### config.mk
export PLATFORM = sky130hd
export DESIGN_NAME = mips_16_prog_loader
export DESIGN_NICKNAME = d
export VERILOG_FILES = /design/src/rtl/mips_16_prog_loader_pkg.sv /design/src/rtl/mips_16_loader_word_asm.sv /design/src/rtl/mips_16_prog_loader.sv
export SDC_FILE = /design/constraint.sdc
export NUM_CORES = 1
export LEC_CHECK = 0
export CAP_MARGIN = 20
export CORE_ASPECT_RATIO = 0.7
export CORE_MARGIN = 3
export CORE_UTILIZATION = 48
export DETAILED_ROUTE_END_ITERATION = 6
export GPL_TIMING_DRIVEN = 0
export HOLD_SLACK_MARGIN = 0.15
export PLACE_DENSITY_LB_ADDON = 0.08
export SLEW_MARGIN = 25
export SYNTH_ARGS = -nofsm -noshare
export SYNTH_HDL_FRONTEND = slang
export SYNTH_HIERARCHICAL = 1
export SYNTH_SLANG_ARGS = --single-unit
### constraint.sdc
create_clock -name clk -period 2.2 [get_ports clk]
set_input_delay 0.44 -clock clk [delete_from_list [all_inputs] [get_ports clk]]
set_output_delay 0.44 -clock clk [all_outputs]
set_load 0.01 [all_outputs]
### src/rtl/mips_16_prog_loader_pkg.sv
// Shared constants for the mips_16 program loader: the frame start marker and
// the 3-bit loader FSM state encodings.
package mips_16_prog_loader_pkg;

    localparam logic [7:0] LOADER_START_BYTE = 8'hA5;

    localparam logic [2:0] LDR_IDLE    = 3'd0;
    localparam logic [2:0] LDR_COUNT   = 3'd1;
    localparam logic [2:0] LDR_DATA_HI = 3'd2;
    localparam logic [2:0] LDR_DATA_LO = 3'd3;
    localparam logic [2:0] LDR_CHECK   = 3'd4;
    localparam logic [2:0] LDR_FINISH  = 3'd5;
    localparam logic [2:0] LDR_ERR     = 3'd6;

endpackage

### src/rtl/mips_16_loader_word_asm.sv
// Pairs high/low bytes into an instruction word and issues the registered
// single-cycle imem write one cycle after the low byte is accepted.
module mips_16_loader_word_asm
    import mips_16_prog_loader_pkg::*;
#(
    parameter int INSTR_WIDTH = 16,
    parameter int ADDR_WIDTH  = 8
) (
    input  logic                   clk,
    input  logic                   rst,
    input  logic [7:0]             byte_in,
    input  logic                   hi_en,
    input  logic                   lo_en,
    input  logic [ADDR_WIDTH-1:0]  addr_in,
    output logic                   we,
    output logic [ADDR_WIDTH-1:0]  addr,
    output logic [INSTR_WIDTH-1:0] wdata
);

    logic [7:0]             hi_q, hi_d;
    logic                   we_q, we_d;
    logic [ADDR_WIDTH-1:0]  addr_q, addr_d;
    logic [INSTR_WIDTH-1:0] wdata_q, wdata_d;

    always_comb begin
        hi_d    = hi_en ? byte_in : hi_q;
        we_d    = lo_en;
        addr_d  = lo_en ? addr_in : addr_q;
        wdata_d = lo_en ? {hi_q, byte_in} : wdata_q;
    end

    always_ff @(posedge clk) begin
        if (rst) begin
            hi_q    <= '0;
            we_q    <= 1'b0;
            addr_q  <= '0;
            wdata_q <= '0;
        end else begin
            hi_q    <= hi_d;
            we_q    <= we_d;
            addr_q  <= addr_d;
            wdata_q <= wdata_d;
        end
    end

    // A write already registered is dropped if rst arrives in its cycle.
    assign we    = we_q & ~rst;
    assign addr  = addr_q;
    assign wdata = wdata_q;

endmodule

### src/rtl/mips_16_prog_loader.sv
// Hardware program loader: framed byte stream -> sequential imem writes, core
// held in reset during the load. Checksum byte enabled by MIPS_16_LOADER_CHECKSUM_EN.
module mips_16_prog_loader
    import mips_16_prog_loader_pkg::*;
#(
    parameter int         INSTR_WIDTH = 16,
    parameter int         ADDR_WIDTH  = 8,
    parameter logic [7:0] START_BYTE  = LOADER_START_BYTE
) (
    input  logic                   clk,
    input  logic                   rst,
    input  logic [7:0]             in_data,
    input  logic                   in_valid,
    output logic                   in_ready,
    output logic                   imem_we,
    output logic [ADDR_WIDTH-1:0]  imem_addr,
    output logic [INSTR_WIDTH-1:0] imem_wdata,
    output logic                   core_rst,
    output logic                   busy,
    output logic                   done,
    output logic                   err
);

    // One extra bit so a COUNT of 0 can hold the full 2^ADDR_WIDTH words.
    localparam int CNT_WIDTH = ADDR_WIDTH + 1;

    logic [2:0]            state_q, state_d;
    logic [CNT_WIDTH-1:0]  rem_q, rem_d;
    logic [ADDR_WIDTH-1:0] addr_q, addr_d;
    logic                  core_rst_q, core_rst_d;
    logic                  busy_q, busy_d;
    logic                  done_q, done_d;
    logic                  rdy_q, rdy_d;
    logic                  hi_en, lo_en, xfer, is_start;
`ifdef MIPS_16_LOADER_CHECKSUM_EN
    logic [7:0]            chk_q, chk_d;
    logic                  err_q, err_d;
`endif

    assign in_ready = rdy_q & ~rst;
    assign xfer     = in_valid & in_ready;
    assign is_start = (in_data == START_BYTE);

    always_comb begin
        state_d    = state_q;
        rem_d      = rem_q;
        addr_d     = addr_q;
        core_rst_d = core_rst_q;
        busy_d     = busy_q;
        done_d     = 1'b0;
        rdy_d      = 1'b1;
        hi_en      = 1'b0;
        lo_en      = 1'b0;
`ifdef MIPS_16_LOADER_CHECKSUM_EN
        chk_d      = chk_q;
        err_d      = err_q;
`endif
        // Release the core the cycle after the done pulse, unless a new frame already began.
        if (done_q && state_q == LDR_IDLE) begin
            core_rst_d = 1'b0;
            busy_d     = 1'b0;
        end
        case (state_q)
            LDR_IDLE, LDR_FINISH, LDR_ERR: begin
                if (state_q == LDR_FINISH) begin
                    done_d  = 1'b1;
                    state_d = LDR_IDLE;
                end
                if (xfer && is_start) begin
                    state_d    = LDR_COUNT;
                    core_rst_d = 1'b1;
                    busy_d     = 1'b1;
`ifdef MIPS_16_LOADER_CHECKSUM_EN
                    err_d      = 1'b0;
`endif
                end
            end
            LDR_COUNT: begin
                if (xfer) begin
                    rem_d   = (in_data == 8'd0) ? CNT_WIDTH'(1 << ADDR_WIDTH)
                                                : CNT_WIDTH'(in_data);
                    addr_d  = '0;
                    state_d = LDR_DATA_HI;
`ifdef MIPS_16_LOADER_CHECKSUM_EN
                    chk_d   = in_data;
`endif
                end
            end
            LDR_DATA_HI: begin
                if (xfer) begin
                    hi_en   = 1'b1;
                    state_d = LDR_DATA_LO;
`ifdef MIPS_16_LOADER_CHECKSUM_EN
                    chk_d   = chk_q ^ in_data;
`endif
                end
            end
            LDR_DATA_LO: begin
                if (xfer) begin
                    lo_en  = 1'b1;
                    addr_d = addr_q + 1'b1;
                    rem_d  = rem_q - 1'b1;
`ifdef MIPS_16_LOADER_CHECKSUM_EN
                    chk_d  = chk_q ^ in_data;
                    state_d = (rem_q == CNT_WIDTH'(1)) ? LDR_CHECK : LDR_DATA_HI;
`else
                    state_d = (rem_q == CNT_WIDTH'(1)) ? LDR_FINISH : LDR_DATA_HI;
`endif
                end
            end
`ifdef MIPS_16_LOADER_CHECKSUM_EN
            LDR_CHECK: begin
                if (xfer) begin
                    if (in_data == chk_q) begin
                        state_d = LDR_FINISH;
                    end else begin
                        state_d = LDR_ERR;
                        err_d   = 1'b1;
                        busy_d  = 1'b0;
                    end
                end
            end
`endif
            default: state_d = LDR_IDLE;
        endcase
    end

    always_ff @(posedge clk) begin
        if (rst) begin
            state_q    <= LDR_IDLE;
            rem_q      <= '0;
            addr_q     <= '0;
            core_rst_q <= 1'b0;
            busy_q     <= 1'b0;
            done_q     <= 1'b0;
            rdy_q      <= 1'b0;
`ifdef MIPS_16_LOADER_CHECKSUM_EN
            chk_q      <= '0;
            err_q      <= 1'b0;
`endif
        end else begin
            state_q    <= state_d;
            rem_q      <= rem_d;
            addr_q     <= addr_d;
            core_rst_q <= core_rst_d;
            busy_q     <= busy_d;
            done_q     <= done_d;
            rdy_q      <= rdy_d;
`ifdef MIPS_16_LOADER_CHECKSUM_EN
            chk_q      <= chk_d;
            err_q      <= err_d;
`endif
        end
    end

    mips_16_loader_word_asm #(
        .INSTR_WIDTH (INSTR_WIDTH),
        .ADDR_WIDTH  (ADDR_WIDTH)
    ) u_word_asm (
        .clk     (clk),
        .rst     (rst),
        .byte_in (in_data),
        .hi_en   (hi_en),
        .lo_en   (lo_en),
        .addr_in (addr_q),
        .we      (imem_we),
        .addr    (imem_addr),
        .wdata   (imem_wdata)
    );

    assign core_rst = core_rst_q;
    assign busy     = busy_q;
    assign done     = done_q;
`ifdef MIPS_16_LOADER_CHECKSUM_EN
    assign err      = err_q;
`else
    assign err      = 1'b0;
`endif

endmodule

==> results of run 1 <==
power by group through the flow:
stage          registers [uW]  clock network, uW  logic, uW
4_1_cts                  1030                975       71.8
6_report                 1030                962       72.6
3_5_place_dp             1060                  0       69.9
3_3_place_gp             1060                  0       69.7
5_1_grt                  1030               1020       76.8
2_1_floorplan            1060                  0       28.4
per-stage QoR:
stage               power, uW  utilization (%)  setup WS, ns
floorplan                1090                -         0.575
global placement         1130             61.3        -0.325
detailed placement       1130             61.3        -0.363
CTS                      2080             65.4         0.141
global route             2130             65.4        0.0300
finish                   2070             65.4         0.140
metal layers:
metal  wire (um)  vias to the layer above  track usage [%]  share of wire, %
met1        3060                     1046             29.1                49
met5           0                        -                0                 0
li1            -                     1076                -                 -
met2        2710                       95             33.8                43
met4          27                        0             4.86              0.43
met3         438                        4             6.35               7.0
Yosys cell counts, types with 2 or more instances:
cell / n
sky130_fd_sc_hd__nor4_1: 2
sky130_fd_sc_hd__nand2_1: 14
sky130_fd_sc_hd__a221oi_1: 3
sky130_fd_sc_hd__a21oi_1: 12
sky130_fd_sc_hd__o32ai_1: 2
sky130_fd_sc_hd__and3b_1: 2
sky130_fd_sc_hd__nand2b_1: 4
sky130_fd_sc_hd__nor3b_1: 3
sky130_fd_sc_hd__nor3_1: 8
sky130_fd_sc_hd__nor2b_1: 3
sky130_fd_sc_hd__and3_1: 3
sky130_fd_sc_hd__nand3_1: 8
sky130_fd_sc_hd__buf_2: 7
sky130_fd_sc_hd__a41oi_1: 2
sky130_fd_sc_hd__buf_6: 2
sky130_fd_sc_hd__ha_1: 3
sky130_fd_sc_hd__clkbuf_1: 6
sky130_fd_sc_hd__nor2_1: 40
sky130_fd_sc_hd__buf_12: 2
sky130_fd_sc_hd__o21ai_0: 13
sky130_fd_sc_hd__buf_4: 3
sky130_fd_sc_hd__nand3b_1: 3
sky130_fd_sc_hd__nand3b_4: 2
sky130_fd_sc_hd__inv_1: 9
sky130_fd_sc_hd__dfxtp_1: 57
sky130_fd_sc_hd__a311oi_1: 4
sky130_fd_sc_hd__mux2i_1: 33
sky130_fd_sc_hd__a211oi_1: 4
sky130_fd_sc_hd__and4b_1: 2
worst max-delay path, cell delays in order:
cell	delay [ns]
sky130_fd_sc_hd__clkdlybuf4s50_1	0.57
sky130_fd_sc_hd__nand3b_4	0.17
sky130_fd_sc_hd__nor2_2	0.20
sky130_fd_sc_hd__buf_2	0.25
sky130_fd_sc_hd__buf_6	0.20
sky130_fd_sc_hd__buf_12	0.15
sky130_fd_sc_hd__mux2i_1	0.21
sky130_fd_sc_hd__nor2_1	0.06
final timing paths:
kind              slack, ns               startpoint  cells past startpoint                          endpoint
setup / recovery       0.14                 in_valid                      8  u_word_asm/wdata[8]$_SDFFE_PP0P_
hold / removal         0.46          busy$_SDFF_PP0_                      2                   busy$_SDFF_PP0_
setup reg to reg       0.37  state_q[2]$_SDFFE_PP0P_                      8  u_word_asm/wdata[8]$_SDFFE_PP0P_
hold reg to reg        0.46          busy$_SDFF_PP0_                      2                   busy$_SDFF_PP0_
flip-flops by register name, indices dropped and copies added, names as in the netlist:
signal            count
state_q               3
done                  1
u_word_asm/addr       8
core_rst              1
u_word_asm/hi_q       8
u_word_asm/we_q       1
rdy_q                 1
addr_q                8
u_word_asm/wdata     16
busy                  1
rem_q                 9
layout by cell type, fill, tap and decap left out, drive strengths merged, types with 2 or more instances in the layout:
cell type / n
dfxtp: 57
nor2: 41
clkdlybuf4s50: 38
mux2i: 33
clkbuf: 16
nand2: 14
buf: 14
o21ai: 13
a21oi: 13
inv: 9
nor3: 9
nand3: 8
nand3b: 5
nand2b: 4
a211oi: 4
a311oi: 4
clkinv: 4
nor3b: 4
nor2b: 3
a221oi: 3
and3: 3
ha: 3
nor4: 3
and3b: 2
and4b: 2
o32ai: 2
a41oi: 2
or4: 2
area by class of cell:
class,instances,share of cell area (%)
plain buffers,20,4.67
clock buffers,10,4.21
clock inverters,6,1.76
inverters,9,1.03
multi-input cells,189,38.8
flip-flops and latches,57,34.9
well taps,69,2.64
repair buffers,39,11.9
logic make-up after synthesis:
family / Yosys count / synth area share (%)
buffers and inverters: 29 / 6.82
adder cells (fa/ha/maj): 3 / 1.45
XOR/XNOR: 1 / 0.339
multiplexers: 33 / 12.8
other: 1 / 0.145
AND/OR/NAND/NOR: 103 / 22.0
flip-flops: 57 / 44.1
AO/OA/AOI/OAI: 48 / 12.3
==> impl_metrics.yaml, run 1 <==
floorplan:
  fp.coreArea_um2: 4990
  top_level_ports: 41
  die_height_um: 67.4
  die_width_um: 93.7
  dieArea_um2: 6320
  start_util_pct: 51.8
  placementRows: 21
power_and_ir_drop:
  power.switching_uw: 462
  power.density_nw_per_um2: 634
  total_leakage_power_uw: 0.00116
  power.clock.fraction_pct: 46.5
  switching_share_pct: 22.3
  ir_drop_v: 0.000411
  intPower_uw: 1610
  power.share.combinational_pct: 3.5
  register_share_of_total_power_pct: 50.0
global_routing:
  grt_pass1_vias: 2115
  maximum_number_of_pins_on_one_net_before_global_route_repair: 11
  grt_antenna_before_repair: 0
  globalRouteTotalUtil_pct: 21.4
  grt_first_pass_wirelength_mm: 10.5
  globalRouteOverflowTotal: 0
finish:
  total_area_of_multi_input_combinational_cells_um2: 1270
  postLayoutCellArea_um2: 3270
  fillerInstances: 418
  num-nets-final: 339
  syn2layout_area_growth_pct: 26.3
  antenna-diode-count: 0
  sequential_cell_area_um2: 1140
  layoutNonFillerInstCount: 399
  final_layout_size_suffix_gt1_share_pct: 12.1
clock_network:
  cts_buffers: 9
  cts_num_sinks: 57
  post_cts.resized_instances: 4
  h-tree-depth: 3
  cts_root_buf: "sky130_fd_sc_hd__clkbuf_8"
  post_cts_buffers: 0
  hold_buffers: 0
  worst_path_clk_slew_ns: 0.06
  tritoncts: "yes"
  cts.path.max_buffers: 2
  clock_latency_ns: 0.33
synth:
  mappedNetlistArea_um2: 2580
  synth-main-ff-cell: "sky130_fd_sc_hd__dfxtp_1"
  synth_top_cell_area_share_pct: 44.1
  synth_enable_flop_cells: 0
  synth_warnings: 6
  largest_area_contributor_in_the_synthesized_netlist: "sky130_fd_sc_hd__dfxtp_1"
  synth_seq_area_share_pct: 44.1
  synth.lib_cells_used.distinct: 48
  syn-num-nets: 289
  synthTopCellsByArea: "sky130_fd_sc_hd__dfxtp_1, sky130_fd_sc_hd__mux2i_1, sky130_fd_sc_hd__nor2_1, sky130_fd_sc_hd__o21ai_0, sky130_fd_sc_hd__a21oi_1"
  ys_seq_elements: 57
  postSynthCellCount: 275
  asyncSetResetFlopFracSynth_pct: 0
  avgSynthCellArea_um2: 9.40
placement:
  dpl.hpwl_mm: 4.36
  gp_congestion: 0.799
  placement.io_buffers: 39
  placed_cells: 383
  placedInstanceArea_um2: 3060
sta:
  tightestPinTransition_ns: 0.669
  final-setup-viol-count: 0
  post-route-period-util_pct: 93.6
  setup_tns_ns: 0
  finalClockSkew_ns: 0.00549
  period_needed_ns: 2.06
  timing_max_transition_violations_final: 0
  report.final.hold_viol_count: 0
  hold_ws_ns: 0.465
  maxSlewHeadroom_pct: 55.0
  grt_setup_unrepaired: "false"
  fmax_ghz: 0.485
routing:
  drt_first_pass_iters: 5
  drt.antenna.violating_nets: 0
  drc: 0
  drt_wl_cell_um: 15.6
  drt_first_iter_violations: 158
  vias_per_cell: 5.57
  wl_mm: 6.24
  dr_total_vias: 2221
worst_setup_path:
  worst-path-max-fanout: 10
  critical_path_required_ns: 2.40
  timing.critical_path.from_type: "input port"
  crit_type: "input port to register"
  critPathArrivalTime_ns: 2.26
  worstSetupEndpointType: "register"
hold_path:
  hp-class: "register to register"
flow_run:
  maxCapViolCount: 0
run_status:
  run_status: "complete, no violations"
(Power assumes the default switching activity.)
==> run 2, diff against run 1 <==
--- a/config.mk
+++ b/config.mk
@@ -12,7 +12,7 @@
 export DETAILED_ROUTE_END_ITERATION = 6
 export GPL_TIMING_DRIVEN = 0
 export HOLD_SLACK_MARGIN = 0.15
-export PLACE_DENSITY_LB_ADDON = 0.08
+export PLACE_DENSITY = 0.73
 export SLEW_MARGIN = 25
 export SYNTH_ARGS = -nofsm -noshare
 export SYNTH_HDL_FRONTEND = slang
==> run 2 against run 1 <==
Compared with the run above:
- final cell count unchanged
- die area stayed put
- clock power fell by 11%
- flip-flop and latch count is the same
- setup slack worse by 0.0017 ns
- critical path type unchanged
- critical endpoint unchanged
- largest cell class unchanged
- largest power group unchanged
==> impl_metrics.yaml, run 2 (same netlist as run 1, synthesis figures left out) <==
run_status:
  run_status: "complete, no violations"
floorplan:
  die_height_um: 67.4
  start_util_pct: 51.8
  top_level_ports: 41
  fp.coreArea_um2: 4990
  die_width_um: 93.7
  dieArea_um2: 6320
  placementRows: 21
power_and_ir_drop:
  ir_drop_v: 0.000392
  power.density_nw_per_um2: 606
  total_design_power_uw: 1970
  total_leakage_power_uw: 0.00115
hold_path:
  hp-class: "register to register"
  hp-start: "core_rst$_SDFF_PP0_"
  hold-path-endpoint: "core_rst$_SDFF_PP0_"
  worstHoldPathCells: 2
placement:
  placedInstanceArea_um2: 3060
  placement.io_buffers: 39
  placed_cells: 383
  pre_cts_slack_ns: -0.373
  dpl.hpwl_mm: 4.46
  gp_congestion: 0.830
worst_setup_path:
  worstSetupEndpointType: "register"
  rr_endpoint: "u_word_asm/wdata[8]$_SDFFE_PP0P_"
  worst-r2r-cell-count: 8
  worst-path-max-fanout: 10
  critical_path_required_ns: 2.40
  reg2reg_slack_ns: 0.38
  crit_type: "input port to register"
  r2r-start: "state_q[2]$_SDFFE_PP0P_"
  timing.critical_path.from_type: "input port"
  critPathArrivalTime_ns: 2.26
clock_network:
  cts.path.max_buffers: 2
  clock_latency_ns: 0.33
  cts_root_buf: "sky130_fd_sc_hd__clkbuf_8"
  tritoncts: "yes"
  worst_path_clk_slew_ns: 0.06
  hold_buffers: 0
  cts_num_sinks: 57
  h-tree-depth: 3
  cts_buffers: 9
routing:
  drt_wl_cell_um: 15.4
  drt_first_pass_iters: 4
  drt.antenna.violating_nets: 0
  wl_mm: 6.16
  drc: 0
  vias_per_cell: 5.46
  dr_total_vias: 2179
  drt_first_iter_violations: 138
finish:
  antenna-diode-count: 0
  fillerInstances: 443
  num-nets-final: 339
  layout.cells.most_common_list: "sky130_fd_sc_hd__dfxtp_1, sky130_fd_sc_hd__nor2_1, sky130_fd_sc_hd__clkdlybuf4s50_1"
  layout.cells.most_common: "sky130_fd_sc_hd__dfxtp_1"
  syn2layout_area_growth_pct: 25.5
  postLayoutCellArea_um2: 3240
  final_layout_size_suffix_gt1_share_pct: 11.5
  largest_register_ffs: 16
  layoutNonFillerInstCount: 399
sta:
  timing_max_transition_violations_final: 0
  timing.final.ws_setup_ns: 0.138
  maxSlewHeadroom_pct: 50.4
  finalClockSkew_ns: 0.00493
  post-route-period-util_pct: 93.7
  report.final.hold_viol_count: 0
  period_needed_ns: 2.06
  tightestPinTransition_ns: 0.737
  final-setup-viol-count: 0
  fmax_ghz: 0.485
  grt_setup_unrepaired: "false"
global_routing:
  maximum_number_of_pins_on_one_net_before_global_route_repair: 11
  grt_pass1_vias: 2091
  grt_first_pass_wirelength_mm: 10.4
  globalRouteOverflowTotal: 0
  globalRouteTotalUtil_pct: 21.7
  grt_antenna_before_repair: 0
flow_run:
  maxCapViolCount: 0
-- run 2: cell count changes in the layout (fill, tap and decap cells not counted) --
| cell | change |
|---|---|
| sky130_fd_sc_hd__clkinv_2 | -1 |
| sky130_fd_sc_hd__clkinvlp_4 | -1 |
| sky130_fd_sc_hd__clkbuf_8 | +1 |
| sky130_fd_sc_hd__clkbuf_1 | +2 |
| sky130_fd_sc_hd__bufinv_16 | -1 |
-- run 2: critical path: stages --
cell                              delay (ns)
sky130_fd_sc_hd__clkdlybuf4s50_1        0.57
sky130_fd_sc_hd__nand3b_4               0.16
sky130_fd_sc_hd__nor2_2                 0.21
sky130_fd_sc_hd__buf_2                  0.25
sky130_fd_sc_hd__buf_6                  0.19
sky130_fd_sc_hd__buf_12                 0.15
sky130_fd_sc_hd__mux2i_1                0.21
sky130_fd_sc_hd__nor2_1                 0.06
-- run 2: area by class of cell --
type	count	area (um2)	area share, %
multi-input combinational	189	1270	39.1
sequential	57	1140	35.2
timing repair buffer	39	389	12.0
clock buffer	13	159	4.90
buffer	20	153	4.70
tap	69	86.3	2.66
inverter	9	33.8	1.04
clock inverter	3	15.0	0.463
-- run 2: layer usage --
layer	track usage, %	wire length, um	share of wire, %	up-vias
met4	8.47	59	0.96	0
met5	0	0	0	-
met2	31.6	2620	43	61
met3	6.57	420	6.8	5
met1	30.2	3060	50	1031
li1	-	-	-	1082
-- run 2: repair_timing --
action,in CTS,in global routing
gates resized for setup,4,0
setup endpoints to repair,2,0
setup buffers,0,0
hold endpoints to repair,0,0
-- run 2: report_power, final --
part           leakage [uW]  switching [uW]  internal (uW)  total, uW
clock network     0.0000932             393            465        858
logic              0.000603            43.3           29.4       72.7
registers          0.000459            1.60           1030       1030
total               0.00115             438           1530       1970
-- run 2: worst max-delay path by stage --
stage / end / cells after the start / startpoint
floorplan: u_word_asm/wdata[6]$_SDFFE_PP0P_ / 7 / rst
global placement: in_ready / 4 / rst
global route: u_word_asm/wdata[12]$_SDFFE_PP0P_ / 8 / in_valid
detailed placement: in_ready / 4 / rst
CTS: in_ready / 4 / rst
finish: u_word_asm/wdata[8]$_SDFFE_PP0P_ / 8 / in_valid
-- run 2: metrics by stage --
step / hold WS, ns / utilization, % / setup TNS (ns)
floorplan: 0.458 / - / 0
global placement: 0.453 / 61.3 / -3.69
detailed placement: 0.449 / 61.3 / -4.63
CTS: 0.455 / 65.0 / 0
global route: 0.492 / 65.0 / 0
finish: 0.456 / 65.0 / 0
